`config.mk`:
```
export PLATFORM = sky130hd
export DESIGN_NAME = display_scan_ctrl
export DESIGN_NICKNAME = d
export VERILOG_FILES = /design/src/rtl/display_scan_ctrl.sv
export SDC_FILE = /design/constraint.sdc
export NUM_CORES = 1
export LEC_CHECK = 0
export ABC_AREA = 1
export BUFFER_PORTS_ARGS = -buffer_cell sky130_fd_sc_hd__buf_2
export CORE_MARGIN = 5
export CORE_UTILIZATION = 40
export DETAILED_ROUTE_END_ITERATION = 8
export SYNTH_ARGS = -nofsm -noshare
export SYNTH_HDL_FRONTEND = slang
export SYNTH_SLANG_ARGS = --single-unit
```
`constraint.sdc`:
```
create_clock -name clk -period 1.7 [get_ports clk]
set_input_delay 0.17 -clock clk [delete_from_list [all_inputs] [get_ports clk]]
set_output_delay 0.17 -clock clk [all_outputs]
set_load 0.03 [all_outputs]
```
`src/rtl/display_scan_ctrl.sv`:
```
// ---------------------------------------------------------------------------
// display_scan_ctrl
//
// Time-multiplexed scan controller for a 4-digit 7-segment display. It walks
// a digit index through 0..3 and spends DIV clock cycles on each digit. Every
// slot begins with BLANK dead cycles, during which the downstream decoder is
// disabled, so that select and data lines can settle without ghosting. After
// that the decoder is enabled for the rest of the slot. The four digits and
// their decimal points are captured once per frame into a shadow copy, so a
// mid-frame update of the inputs never tears a frame.
//
// Parameters
//   DIV         clock cycles per digit slot (4 .. 2**20)
//   BLANK       dead cycles at the start of each slot (1 .. DIV-1)
//
// Ports
//   clk         sole clock, rising edge
//   rst_n       synchronous active-low reset
//   en          scan enable; 0 turns the display off
//   digits      four hex nibbles, digit k = digits[4k+3:4k]
//   dp_in       decimal-point bits, bit k belongs to digit k
//   sel         digit index driving the downstream 2-to-4 decoder
//   sel_en      active-high enable for the downstream decoder
//   nibble      hex value of the selected digit
//   dp          decimal point of the selected digit
//   frame_start one-cycle pulse at the start of each 4-digit frame
// ---------------------------------------------------------------------------
module display_scan_ctrl #(
    parameter int DIV   = 50000,
    parameter int BLANK = 2
) (
    input  logic        clk,
    input  logic        rst_n,
    input  logic        en,
    input  logic [15:0] digits,
    input  logic [3:0]  dp_in,
    output logic [1:0]  sel,
    output logic        sel_en,
    output logic [3:0]  nibble,
    output logic        dp,
    output logic        frame_start
);

    localparam int CW = $clog2(DIV);

    localparam logic [CW-1:0] BLANK_LAST = CW'(BLANK - 1);
    localparam logic [CW-1:0] DIV_LAST   = CW'(DIV - 1);

    // The state names carry an ST_ prefix because BLANK is already taken by
    // the dead-time parameter.
    localparam logic [1:0] ST_OFF   = 2'd0;
    localparam logic [1:0] ST_BLANK = 2'd1;
    localparam logic [1:0] ST_SHOW  = 2'd2;

    logic [1:0]    state;
    logic [1:0]    state_nxt;
    logic [CW-1:0] cnt;
    logic [CW-1:0] cnt_nxt;
    logic [1:0]    sel_nxt;
    logic [15:0]   shadow_dig;
    logic [15:0]   shadow_dig_nxt;
    logic [3:0]    shadow_dp;
    logic [3:0]    shadow_dp_nxt;
    logic          fs_nxt;

    // Next-state logic for the scan sequencer. Dropping en always wins and
    // abandons the current slot. Leaving OFF takes a fresh snapshot and
    // restarts at digit 0. In BLANK and SHOW the slot counter counts up. The
    // hand-over from BLANK to SHOW happens at cnt == BLANK-1. The end of a
    // slot is at cnt == DIV-1, and it advances the digit index. When the
    // index wraps 3 -> 0, a new frame begins: the shadow copy is reloaded and
    // frame_start is pulsed.
    always_comb begin
        state_nxt      = state;
        cnt_nxt        = cnt;
        sel_nxt        = sel;
        shadow_dig_nxt = shadow_dig;
        shadow_dp_nxt  = shadow_dp;
        fs_nxt         = 1'b0;
        if (!en) begin
            state_nxt = ST_OFF;
            cnt_nxt   = '0;
            sel_nxt   = 2'd0;
        end else begin
            case (state)
                ST_OFF: begin
                    state_nxt      = ST_BLANK;
                    cnt_nxt        = '0;
                    sel_nxt        = 2'd0;
                    shadow_dig_nxt = digits;
                    shadow_dp_nxt  = dp_in;
                    fs_nxt         = 1'b1;
                end
                ST_BLANK: begin
                    cnt_nxt = cnt + 1'b1;
                    if (cnt == BLANK_LAST) begin
                        state_nxt = ST_SHOW;
                    end
                end
                ST_SHOW: begin
                    if (cnt == DIV_LAST) begin
                        state_nxt = ST_BLANK;
                        cnt_nxt   = '0;
                        sel_nxt   = sel + 2'd1;
                        if (sel == 2'd3) begin
                            shadow_dig_nxt = digits;
                            shadow_dp_nxt  = dp_in;
                            fs_nxt         = 1'b1;
                        end
                    end else begin
                        cnt_nxt = cnt + 1'b1;
                    end
                end
                default: begin
                    state_nxt = ST_OFF;
                    cnt_nxt   = '0;
                    sel_nxt   = 2'd0;
                end
            endcase
        end
    end

    // All state and every output are flops. The outputs are loaded from the
    // next-state values, so they line up with the state they describe. The
    // digit data is taken from the next shadow copy, which means the first
    // digit of a new frame shows the freshly captured value. The synchronous
    // reset clears everything, including the shadow copy, and it overrides en.
    always_ff @(posedge clk) begin
        if (!rst_n) begin
            state       <= ST_OFF;
            cnt         <= '0;
            sel         <= 2'd0;
            shadow_dig  <= 16'h0000;
            shadow_dp   <= 4'h0;
            sel_en      <= 1'b0;
            nibble      <= 4'h0;
            dp          <= 1'b0;
            frame_start <= 1'b0;
        end else begin
            state       <= state_nxt;
            cnt         <= cnt_nxt;
            sel         <= sel_nxt;
            shadow_dig  <= shadow_dig_nxt;
            shadow_dp   <= shadow_dp_nxt;
            sel_en      <= (state_nxt == ST_SHOW);
            frame_start <= fs_nxt;
            if (state_nxt == ST_OFF) begin
                nibble <= 4'h0;
                dp     <= 1'b0;
            end else begin
                nibble <= shadow_dig_nxt[{sel_nxt, 2'b00} +: 4];
                dp     <= shadow_dp_nxt[sel_nxt];
            end
        end
    end

endmodule

```
==> reports/results.ini <==
[worst_hold_path]
hp-start = rst_n
hold-path-endpoint = frame_start$_SDFF_PN0_
hold_class = input pin to flop
min_path_cells = 3

[grt]
use_met1 = 0.184
grt_pass1_vias = 2315
antenna_found_initial = 0
grt_max_degree = 23
grt_use_total = 0.153
grt_use_met3 = 0.0333
grt-ovfl-total = 0
grt_pass1_wl_mm = 10.5
use_met2 = 0.272
busiest_layer = met2

[logic_synthesis]
ys_ff_latch = 47
synth_cells = 339
synth_top_area_share = 0.363
netlist_area_mm2 = 0.00259
synthDistinctLibCells = 38
synth_area_leaders = dfxtp_1 (36%), nand2_1 (9.3%), a21oi_1 (5.6%)
yosysSeqAreaShare = 0.363
synthArstFlopShare = 0
synth_top_cell_by_area = dfxtp_1
avgSynthCellArea_um2 = 7.64
ys.flop_type = dfxtp_1
synth_edf_count = 0
synth_warnings = 0
syn_nets = 369

[floorplanning]
core_area_mm2 = 0.00631
die-area_mm2 = 0.00818
die_x_um = 90.5
start_util = 0.410
die_y_um = 90.5
io_pins = 32
rows = 29

[worst_setup_path]
crit_type = flop to flop
crit_buf_inv = 2
critical_path_arrival_ns = 1.89
cp_max_fo = 3
r2r-start = cnt[1]$_SDFF_PN0_
r2r_slack_ns = 0.02
cp_top_family = simple AND/OR/NAND/NOR gates
reg2regPathDepth = 13
cp-end-kind = flop
cpMaxStageDelayCell = dfxtp_2
rr_endpoint = cnt[14]$_SDFF_PN0_
start_kind = flop
cp_data_required_time_ns = 1.91
critPathMaxStageDelay_ns = 0.36
crit_chain = ha_4, nand3_4, buf_6, nor2_4, nand2_2, inv_2, nand3_4, nor2_4, nand3_2, nor2_2, nand3_1, nand2_1, nor2_1

[timing]
slew_headroom = 0.778
hold_viol = 0
final-setup-viol-count = 0
layout_setup_ws_ns = 0.0162
max_freq_ghz = 0.594
worstMarginPinSlew_ns = 0.325
finClkSkew_ns = 0.0129
slew_violations = 0
period_minus_slack_ns = 1.68
rsz0062_at_grt = yes
period_share = 0.990

[clock_tree]
cts.clk_slew.worst_paths_ns = 0.09
cts.htree.levels = 2
cts_tree = yes
cts_root_buffer = clkbuf_8
cts_num_sinks = 47
clk_path_buf_depth = 2
numCtsBuffers = 5
worstSkewPairLatency_ns = 0.31

[final_layout]
syn2layout_area_growth_pct = 31.1
drive_gt1_frac = 0.417
nets = 439
final-instance-count-excl-fill = 487
final_cell_area_mm2 = 0.00340
antenna_cells = 0

[power_and_ir_drop]
p_per_area_mw_per_mm2 = 728
irDropWorstVdd_v = 0.000605
switchingPower_w = 0.000599
swShare = 0.242
p_comb_frac = 0.132
p_int_w = 0.00187
p_leak_nw = 1.52
p_seq_frac = 0.465
pwr-share-clk = 0.404

[placement]
routabilityCongestion = 0.836
hpwl_mm = 4.56
dp_slack_ns = -0.0651
placed_area_mm2 = 0.00305
place_inst = 475
io_buffers = 31

[run_status]
outcome = completed

[detailed_routing]
ant_nets = 0
wire_per_inst_um = 12.4
vias = 2333
firstDrtPassIters = 4
drt_iter0_drc = 74
routed_via_density = 4.79
drcViolationCount = 0
wl_mm = 6.05

[flow_run]
drv_cap = 0

-- stage by stage --
step / utilization / setup TNS (ns) / hold slack [ns] / total power, W
floorplan: - / 0 / 0.273 / 0.00138
global route: 0.538 / -0.672 / 0.137 / 0.00260
global placement: 0.483 / -0.0981 / 0.448 / 0.00147
CTS: 0.522 / 0 / 0.129 / 0.00249
finish: 0.538 / 0 / 0.140 / 0.00247
detailed placement: 0.483 / -0.212 / 0.452 / 0.00147
-- layout make-up --
cell class,instances,area (um^2)
Clock buffer,5,68.8
Clock inverter,3,71.3
Fill cell,630,2920
Inverter,42,165
Multi-Input combinational cell,242,1530
Sequential cell,47,951
Tap cell,77,96.3
Timing Repair Buffer,71,512
-- worst max-delay path by stage --
stage / from / to / slack, ns / cells after the start
after floorplan: state[0]$_SDFF_PN0_ / nibble[3]$_SDFF_PP0_ / 0.02 / 14
after global placement: cnt[1]$_SDFF_PN0_ / cnt[14]$_SDFF_PN0_ / -0.04 / 13
after detailed placement: cnt[1]$_SDFF_PN0_ / cnt[14]$_SDFF_PN0_ / -0.07 / 13
after CTS: cnt[1]$_SDFF_PN0_ / cnt[14]$_SDFF_PN0_ / 0.002 / 13
after global routing: cnt[1]$_SDFF_PN0_ / nibble[0]$_SDFF_PP0_ / -0.12 / 12
final: cnt[1]$_SDFF_PN0_ / cnt[14]$_SDFF_PN0_ / 0.02 / 13
-- synth_stat cells (2+ instances only) --
cell type / number
o21ai_0: 4
nand4_1: 7
nor2_4: 2
dfxtp_1: 47
nand3_2: 11
nand2_4: 7
buf_6: 2
ha_1: 7
buf_12: 2
o21ai_1: 2
nor3b_1: 3
nor2_1: 33
nand2_1: 64
nand3b_1: 2
nand3_1: 24
a31oi_1: 2
xnor2_1: 2
inv_2: 7
a21oi_1: 29
nor2_2: 12
nand2_2: 19
inv_1: 34
clkbuf_1: 2
-- timing repair --
| item | 4_1_cts | 5_1_grt |
|---|---|---|
| setup buffers | 2 | 1 |
| hold buffers | 0 | 0 |
| pin swaps | 7 | 9 |
| cloned | 1 | 0 |
| gates resized for setup | 19 | 24 |
| hold endpoints to repair | 0 | 0 |
| setup endpoints to repair | 7 | 10 |
-- worst register-to-register path, cell delays in order (launching register included) --
cell	delay, ns
dfxtp_2	0.36
ha_4	0.15
nand3_4	0.10
buf_6	0.15
nor2_4	0.08
nand2_2	0.06
inv_2	0.07
nand3_4	0.07
nor2_4	0.13
nand3_2	0.12
nor2_2	0.13
nand3_1	0.07
nand2_1	0.06
nor2_1	0.04
-- cell families after synthesis --
group           after synthesis  synth area share
compound gates               42            0.0889
xor+xnor                      3            0.0101
fa+ha+maj                     7            0.0338
buf+inv                      50            0.0961
flops                        47             0.363
simple gates                190             0.408
-- power groups by stage --
| stage | clock, W | combinational, W | sequential, W |
|---|---|---|---|
| 2_1_floorplan | 0 | 0.000198 | 0.00118 |
| 3_3_place_gp | 0 | 0.000292 | 0.00117 |
| 3_5_place_dp | 0 | 0.000297 | 0.00117 |
| 4_1_cts | 0.00102 | 0.000316 | 0.00115 |
| 5_1_grt | 0.00108 | 0.000362 | 0.00115 |
| 6_report | 0.000997 | 0.000326 | 0.00115 |
-- registers in the layout, summed over array words and instances, names as in the netlist --
name	count
cnt	16
shadow_dig	16
nibble	4
shadow_dp	4
sel	2
state	2
dp	1
frame_start	1
sel_en	1
-- placed cells by master, fill, tap and decap left out, drive strengths merged, types with 7 or more instances in the layout --
| cell | n |
|---|---|
| nand2 | 91 |
| buf | 71 |
| nor2 | 48 |
| dfxtp | 47 |
| inv | 43 |
| nand3 | 36 |
| a21oi | 30 |
| nand4 | 8 |
| o21ai | 7 |
| ha | 7 |
-- routing by layer --
| layer | up-vias | wire [um] | share of wire |
|---|---|---|---|
| met5 | - | 0 | 0 |
| met4 | 0 | 54 | 0.0089 |
| met3 | 5 | 198 | 0.033 |
| met2 | 24 | 3130 | 0.52 |
| met1 | 1072 | 2660 | 0.44 |
| li1 | 1232 | - | - |
(Power assumes the default switching activity.)
